==> src/rtl/cpu_pipe_pkg.sv <==
// Shared pipeline definitions: register-index and address widths plus the
// hazard controller state encoding.
package cpu_pipe_pkg;

   localparam int REG_W  = 5;
   localparam int ADDR_W = 32;

   typedef enum logic [1:0] {
      RUN   = 2'd0,
      BR2   = 2'd1,
      IWAIT = 2'd2
   } hazState_t;

endpackage : cpu_pipe_pkg

==> src/rtl/sat_counter.sv <==
// Saturating up-counter used for the hazard controller performance counters.
module sat_counter #(
   parameter int CNT_W = 16
) (
   input  logic             clk,
   input  logic             rst,
   input  logic             inc,
   output logic [CNT_W-1:0] cnt
);

   always_ff @(posedge clk or posedge rst) begin
      if (rst) begin
         cnt <= '0;
      end else if (inc && (cnt != {CNT_W{1'b1}})) begin
         cnt <= cnt + 1'b1;
      end
   end

endmodule : sat_counter

==> src/rtl/hazard_ctrl.sv <==
// Pipeline hazard controller: load-use / branch-operand bubbles, ID-stage
// redirects with I-cache wait, D-cache freeze, and stall/redirect counters.
module hazard_ctrl
   import cpu_pipe_pkg::*;
#(
   parameter int CNT_W = 16
) (
   input  logic              clk,
   input  logic              rst,
   input  logic [REG_W-1:0]  IFID_RegRs,
   input  logic [REG_W-1:0]  IFID_RegRt,
   input  logic              ID_Branch,
   input  logic              ID_Redirect,
   input  logic [ADDR_W-1:0] ID_Target,
   input  logic              IDEX_MemRead,
   input  logic              IDEX_RegWrite,
   input  logic [REG_W-1:0]  IDEX_RegRd,
   input  logic              ICache_stall,
   input  logic              DCache_stall,
   output logic              PC_Write,
   output logic              PC_Sel,
   output logic [ADDR_W-1:0] PC_Next,
   output logic              IFID_Write,
   output logic              IFID_Flush,
   output logic              IDEX_Flush,
   output logic              Back_Write,
   output logic [CNT_W-1:0]  stall_cnt,
   output logic [CNT_W-1:0]  redirect_cnt
);

   hazState_t         stateReg, stateNext;
   logic [ADDR_W-1:0] tgtReg, tgtNext;
   logic              regHit, loadUse, branchExHit;

   assign regHit      = (IDEX_RegRd != '0) &&
                        ((IDEX_RegRd == IFID_RegRs) || (IDEX_RegRd == IFID_RegRt));
   assign loadUse     = IDEX_MemRead && regHit;
   assign branchExHit = ID_Branch && IDEX_RegWrite && !IDEX_MemRead && regHit;

   always_ff @(posedge clk or posedge rst) begin
      if (rst) begin
         stateReg <= RUN;
         tgtReg   <= '0;
      end else begin
         stateReg <= stateNext;
         tgtReg   <= tgtNext;
      end
   end

   always_comb begin
      stateNext  = stateReg;
      tgtNext    = tgtReg;
      PC_Write   = 1'b0;
      PC_Sel     = 1'b0;
      IFID_Write = 1'b0;
      IFID_Flush = 1'b0;
      IDEX_Flush = 1'b0;
      Back_Write = 1'b0;
      // A D-cache miss freezes the whole pipe, controller state included
      if (!rst && !DCache_stall) begin
         Back_Write = 1'b1;
         unique case (stateReg)
            RUN: begin
               if (loadUse || branchExHit) begin
                  IDEX_Flush = 1'b1;
                  stateNext  = (loadUse && ID_Branch) ? BR2 : RUN;
               end else if (ID_Redirect && !ICache_stall) begin
                  PC_Sel     = 1'b1;
                  PC_Write   = 1'b1;
                  IFID_Write = 1'b1;
                  IFID_Flush = 1'b1;
               end else if (ID_Redirect) begin
                  IFID_Write = 1'b1;
                  IFID_Flush = 1'b1;
                  tgtNext    = ID_Target;
                  stateNext  = IWAIT;
               end else if (ICache_stall) begin
                  IFID_Write = 1'b1;
                  IFID_Flush = 1'b1;
               end else begin
                  PC_Write   = 1'b1;
                  IFID_Write = 1'b1;
               end
            end
            BR2: begin
               IDEX_Flush = 1'b1;
               stateNext  = RUN;
            end
            IWAIT: begin
               IFID_Write = 1'b1;
               IFID_Flush = 1'b1;
               if (!ICache_stall) begin
                  PC_Sel    = 1'b1;
                  PC_Write  = 1'b1;
                  stateNext = RUN;
               end
            end
            default: stateNext = RUN;
         endcase
      end
   end

   // Only a pending I-cache redirect sources the captured target
   assign PC_Next = (PC_Sel && (stateReg == IWAIT)) ? tgtReg : ID_Target;

   sat_counter #(.CNT_W(CNT_W)) stallCounter (
      .clk (clk),
      .rst (rst),
      .inc (!PC_Write),
      .cnt (stall_cnt)
   );

   sat_counter #(.CNT_W(CNT_W)) redirectCounter (
      .clk (clk),
      .rst (rst),
      .inc (PC_Sel),
      .cnt (redirect_cnt)
   );

endmodule : hazard_ctrl
==> config.mk <==
export PLATFORM = sky130hd
export DESIGN_NAME = hazard_ctrl
export DESIGN_NICKNAME = d
export VERILOG_FILES = /design/src/rtl/cpu_pipe_pkg.sv /design/src/rtl/sat_counter.sv /design/src/rtl/hazard_ctrl.sv
export SDC_FILE = /design/constraint.sdc
export NUM_CORES = 1
export LEC_CHECK = 0
export CORE_MARGIN = 4
export CORE_UTILIZATION = 40
export CTS_CLUSTER_SIZE = 25
export DETAILED_ROUTE_END_ITERATION = 12
export PLACE_DENSITY = 0.72
export SYNTH_ARGS = -nofsm -noshare
export SYNTH_HDL_FRONTEND = slang
export SYNTH_HIERARCHICAL = 1
export SYNTH_SLANG_ARGS = --single-unit
==> constraint.sdc <==
create_clock -name clk -period 7.5 [get_ports clk]
set_clock_uncertainty 0.15 [all_clocks]
set_input_delay 1.5 -clock clk [delete_from_list [all_inputs] [get_ports clk]]
set_output_delay 1.5 -clock clk [all_outputs]
set_load 0.1 [all_outputs]
Yosys cells after proc, flatten, opt, wreduce, memory -nomap -nowiden. Cells that the tools add are included.

Input bits: 55. Output and inout bits: 70. Bits in registers: 66. Logic and storage cells: 69.

Eq/ne operators: 9. Add/subtract/negate cells: 2. Multiplexer cells: 30. Bitwise logic cells: 2. Reductions and logical operators: 22.

Operators with widths (count): adder 16 x 1 -> 16 bit (second input constant) (2); two-way mux 32 bit (1); != test 16 bit (second input constant) (2); two-way mux 1 bit (19); logical AND 1 bit (11); equality test 5 bit (2); case mux 1 bit (2 select lines) (5); two-way mux 2 bit (4); != test 3 bit (second input constant) (2); logical NOT 1 bit (5); AND reduction 5 bit (1); nonzero test 5 bit (1); case mux 2 bit (2 select lines) (1); AND reduction 4 bit (1); equality test 2 x 1 -> 1 bit (second input constant) (1); equality test 2 bit (second input constant) (1); logical NOT 2 bit (1); logical OR 1 bit (2); != test 2 bit (second input constant) (1); NOT 1 bit (2).

Longest topological paths before layout.
Depth in word-level cells: 10. Depth in mapped cells: 9. Gate-level depth less buffers: 9.

By module. Netlist, hierarchy kept.

By module, submodules not included: hazard_ctrl (area an instance 2060.7 um^2, times used 1, cells each 148, seq. area each 850.8 um^2); sat_counter (redirectCounter) (area an instance 805.8 um^2, times used 1, cells each 71, seq. area each 400.4 um^2); sat_counter (stallCounter) (area an instance 795.8 um^2, times used 1, cells each 73, seq. area each 400.4 um^2).

Worst setup path before layout. OpenSTA, ideal clock, no wires.

Kind: in2out. From: input IDEX_RegRd[2]. To: output PC_Sel. Buffers on the path: 0. Stages on the path: 5. Data arrival time: 4.578 ns. Slack: 1.272 ns. Data required time: 5.850 ns. Cells stage by stage: xor2_1 > nor3_2 > a32oi_2 > nor2_1 > o21ai_0.

Longest elaborated chain between the ends: 8. Elaborated cells between the ends (all ways): 11.

RTL lines: start: declaration (RTL line hazard_ctrl.sv:17) `input logic [REG_W-1:0] IDEX_RegRd,`; equality test 5 bit (RTL line hazard_ctrl.sv:36) `((IDEX_RegRd == IFID_RegRs) || (IDEX_RegRd == IFID_RegRt));`; logical OR 1 bit (RTL line hazard_ctrl.sv:36); logical AND 1 bit * (RTL line hazard_ctrl.sv:35) `assign regHit = (IDEX_RegRd != '0) &&`; logical AND 1 bit (on tied branches) (RTL line hazard_ctrl.sv:37, hazard_ctrl.sv:38); logical OR 1 bit * (RTL line hazard_ctrl.sv:64) `if (loadUse || branchExHit) begin`; two-way mux 1 bit * (RTL line hazard_ctrl.sv:64); case mux 1 bit (2 select lines) * (RTL line hazard_ctrl.sv:62) `unique case (stateReg)`; two-way mux 1 bit * (RTL line hazard_ctrl.sv:60) `if (!rst && !DCache_stall) begin`; end: declaration (RTL line hazard_ctrl.sv:21) `output logic PC_Sel,`.

Mark *: on every way between the ends. The rest lies on a longest branch, timed or not.

Worst setup path after layout.
From: input rst. To: output PC_Next[13].

Longest elaborated chain between the ends: 5.

RTL lines: start: declaration (RTL line hazard_ctrl.sv:9) `input logic rst,`; logical NOT 1 bit (no line); logical AND 1 bit (RTL line hazard_ctrl.sv:60); two-way mux 1 bit (RTL line hazard_ctrl.sv:60); logical AND 1 bit (RTL line hazard_ctrl.sv:104) `assign PC_Next = (PC_Sel && (stateReg == IWAIT)) ? tgtReg : ID_Target;`; two-way mux 32 bit (RTL line hazard_ctrl.sv:104); end: declaration (RTL line hazard_ctrl.sv:22) `output logic [ADDR_W-1:0] PC_Next,`.

Every way passes these cells.

==> impl_metrics.toml <==
[logic_synthesis]
synth_compound_area_share_pct = 4.20
synth_fa_ha_area_share_pct = 0.683
synth-simple-area-share_pct = 15.2
ys.flop_type = "dfrtp_1"
syn_area_per_cell_sq_um = 12.5
synth_edf_count = 0
yosysWarnings = 6
synthMuxAreaShare_pct = 24.7
syn-cell-area_sq_um = 3660
async_reset_ff_share_pct = 100
synth_xor_area_share_pct = 7.41
synth_top_family_by_area = "multiplexers"
yosys_register_bits = 66
synth_seq_area_share_pct = 45.1
netlist_instances = 292
synthDistinctLibCells = 43
syn-num-nets = 349

[pwr]
power_density_nw_per_um2 = 302
p_sw_share_pct = 45.2
power_frac_clock_pct = 19.6
p_leak_nw = 2.27
p_seq_share_pct = 34.3
internal_power_uw = 854
ir_drop_mv = 0.394
comb_power_share_pct = 46.1
power.switching_uw = 704

[final_layout]
num-nets-final = 479
drive_gt1_share_pct = 25.3
diodes = 0
num-fill-cells = 742
multi_input_area_sq_um = 1910
synthToLayoutAreaGrowth_pct = 41.0
regArea_sq_um = 1650
design_area_sq_um = 5160

[die]
core_sq_um = 8810
rows = 34
fp.dieW_um = 104
io_pins = 125
die_h_um = 104
die_area_sq_um = 10800
initial_core_util_pct = 41.6

[routing]
drtIter0Drc = 92
dr.max_layer_used = "met4"
drt_wl_total_mm = 8.44
vias_per_cell = 5.13
wl_met1_mm = 3.77
detail-route-antenna-nets = 0
wl_met2_mm = 4.10
drcViolationCount = 0
post_drt_wl_per_cell_um = 15.8
wl_met3_um = 480
drtPass1Iterations = 4
vias = 2746

[cts]
insertion_delay_ns = 0.33
cts_num_sinks = 66
cts-buffers-inserted = 9
tritoncts = "built"
cts_resized = 0
cts_max_path_buffers = 2
cts-hold-fix-buffers = 0
post_cts_buffers = 0
path_clk_slew_ns = 0.07
cts-root-buf = "clkbuf_8"
htree_levels = 3

[global_routing]
grt_usage_pct = 16.2
grt_pass1_vias = 2934
grt_max_degree = 35
grt_pass1_wl_mm = 14.4
grt_overflow = 0
antenna_found_initial = 0

[timing]
rsz0062_at_grt = "false"
tightest_slew_ns = 0.993
fin_setup_tns_ns = 0
hold_viol_final = 0
finalSetupViolCount = 0
relSlewSlack_pct = 33.6
period_share_pct = 84.0
min_period_ns = 6.30
clock.fmax_mhz = 159
slew_viol_final = 0

[setup_path]
start_kind = "input port"
crit_arrival_ns = 4.65
r2r_slack_ns = 4.18
cp_max_fo = 33
endpoint_kind = "output port"
critPathKind = "in -> out"
cp.required_ns = 5.85

[placed_design]
port_buffers = 124
dp_hpwl_mm = 6.14
gp_congestion = 0.769
dpl-instance-area_sq_um = 4960

[job]
maxCapViolCount = 0

[min_path]
hold_path_class = "reg -> reg"

[outcome]
status = "complete, no violations"
## worst max-delay path: stages
cell and delay (ns):
clkdlybuf4s50_1 0.51, or3_4 0.39, nor2_1 0.21, nand2_2 0.48, mux2_2 0.39, clkdlybuf4s50_1 1.14
## cell usage after synthesis (all sizes together), types with 6 or more instances
| master | instances | share of area [%] |
|---|---|---|
| mux2 | 69 | 24 |
| dfrtp | 66 | 45 |
| xnor2 | 23 | 5.5 |
| nand2 | 18 | 2.2 |
| nand4 | 14 | 3.1 |
| nand3 | 13 | 1.8 |
| nor2 | 13 | 1.3 |
| and3 | 8 | 1.4 |
| xor2 | 8 | 1.9 |
| buf | 7 | 2.2 |
| a21oi | 6 | 0.82 |
| inv | 6 | 0.61 |
## placed cells by master (no fill, tap or decap), drive strengths merged, types with 2 or more instances in the layout
cell type      Yosys  layout
mux2              69      69
nand3             13      13
clkdlybuf4s50      0     118
xnor2             23      23
nand4b             2       2
or3                2       2
nand4             14      14
clkinvlp           0       3
o21ai              5       5
dfrtp             66      66
nor3               5       5
and3               8       8
buf                7       8
nand2             18      18
xor2               8       8
nand2b             4       4
a21oi              6       6
ha                 2       2
clkbuf             0      10
nor2              13      13
o21a               2       2
nor4               2       2
o211ai             2       2
clkinv             0       2
and4               5       5
inv                6       6
## routing by layer
layer / GRT usage (%) / up-vias
li1: - / 1321
met5: 0 / -
met2: 27.0 / 70
met1: 20.2 / 1345
met3: 4.98 / 10
met4: 4.84 / 0
## registers in the layout, indices dropped and copies added, names as in the netlist
register,cells
stallCounter/cnt,16
tgtReg,32
stateReg,2
redirectCounter/cnt,16
## through the flow
step	util [%]	cells	power, mW	setup WS [ns]	hold WS (ns)
global placement	56.3	519	1.25	1.26	0.336
finish	58.6	535	1.56	1.20	0.358
global route	58.6	535	1.63	0.994	0.371
floorplan	-	292	1.10	1.27	0.325
CTS	58.6	535	1.57	1.16	0.361
detailed placement	56.3	519	1.26	1.16	0.340
## kinds of logic after synthesis
family / count (synthesis)
AOI/OAI and AO/OA: 21
xor gates and xnor gates: 31
adders and majority gates: 2
buffers and inverters: 13
DFF: 66
muxes: 70
and+or+nand+nor: 89
## cell type report
type | count | area share (%)
Timing Repair Buffer | 126 | 24.0
Clock buffer | 10 | 2.67
Inverter | 6 | 0.436
Sequential cell | 66 | 32.0
Multi-Input combinational cell | 213 | 37.0
Clock inverter | 6 | 1.28
Tap cell | 108 | 2.62
## path summary, 6_finish.rpt
check | start | endpoint | depth (start not counted)
worst max-delay path | rst | PC_Next[13] | 6
worst min-delay path | tgtReg[25] | tgtReg[25] | 1
worst max register to register | stateReg[0] | redirectCounter/cnt[14] | 8
worst min register to register | tgtReg[25] | tgtReg[25] | 1
max in group asynchronous | rst | redirectCounter/cnt[15] | 2
min in group asynchronous | rst | stallCounter/cnt[7] | 2
## power groups by stage
stage | Sequential [mW] | Clock, mW | Combinational [mW]
4_1_cts | 0.535 | 0.315 | 0.723
3_3_place_gp | 0.536 | 0 | 0.713
5_1_grt | 0.549 | 0.332 | 0.748
3_5_place_dp | 0.538 | 0 | 0.719
2_1_floorplan | 0.762 | 0 | 0.335
6_report | 0.535 | 0.305 | 0.718
(Power assumes the default switching activity.)
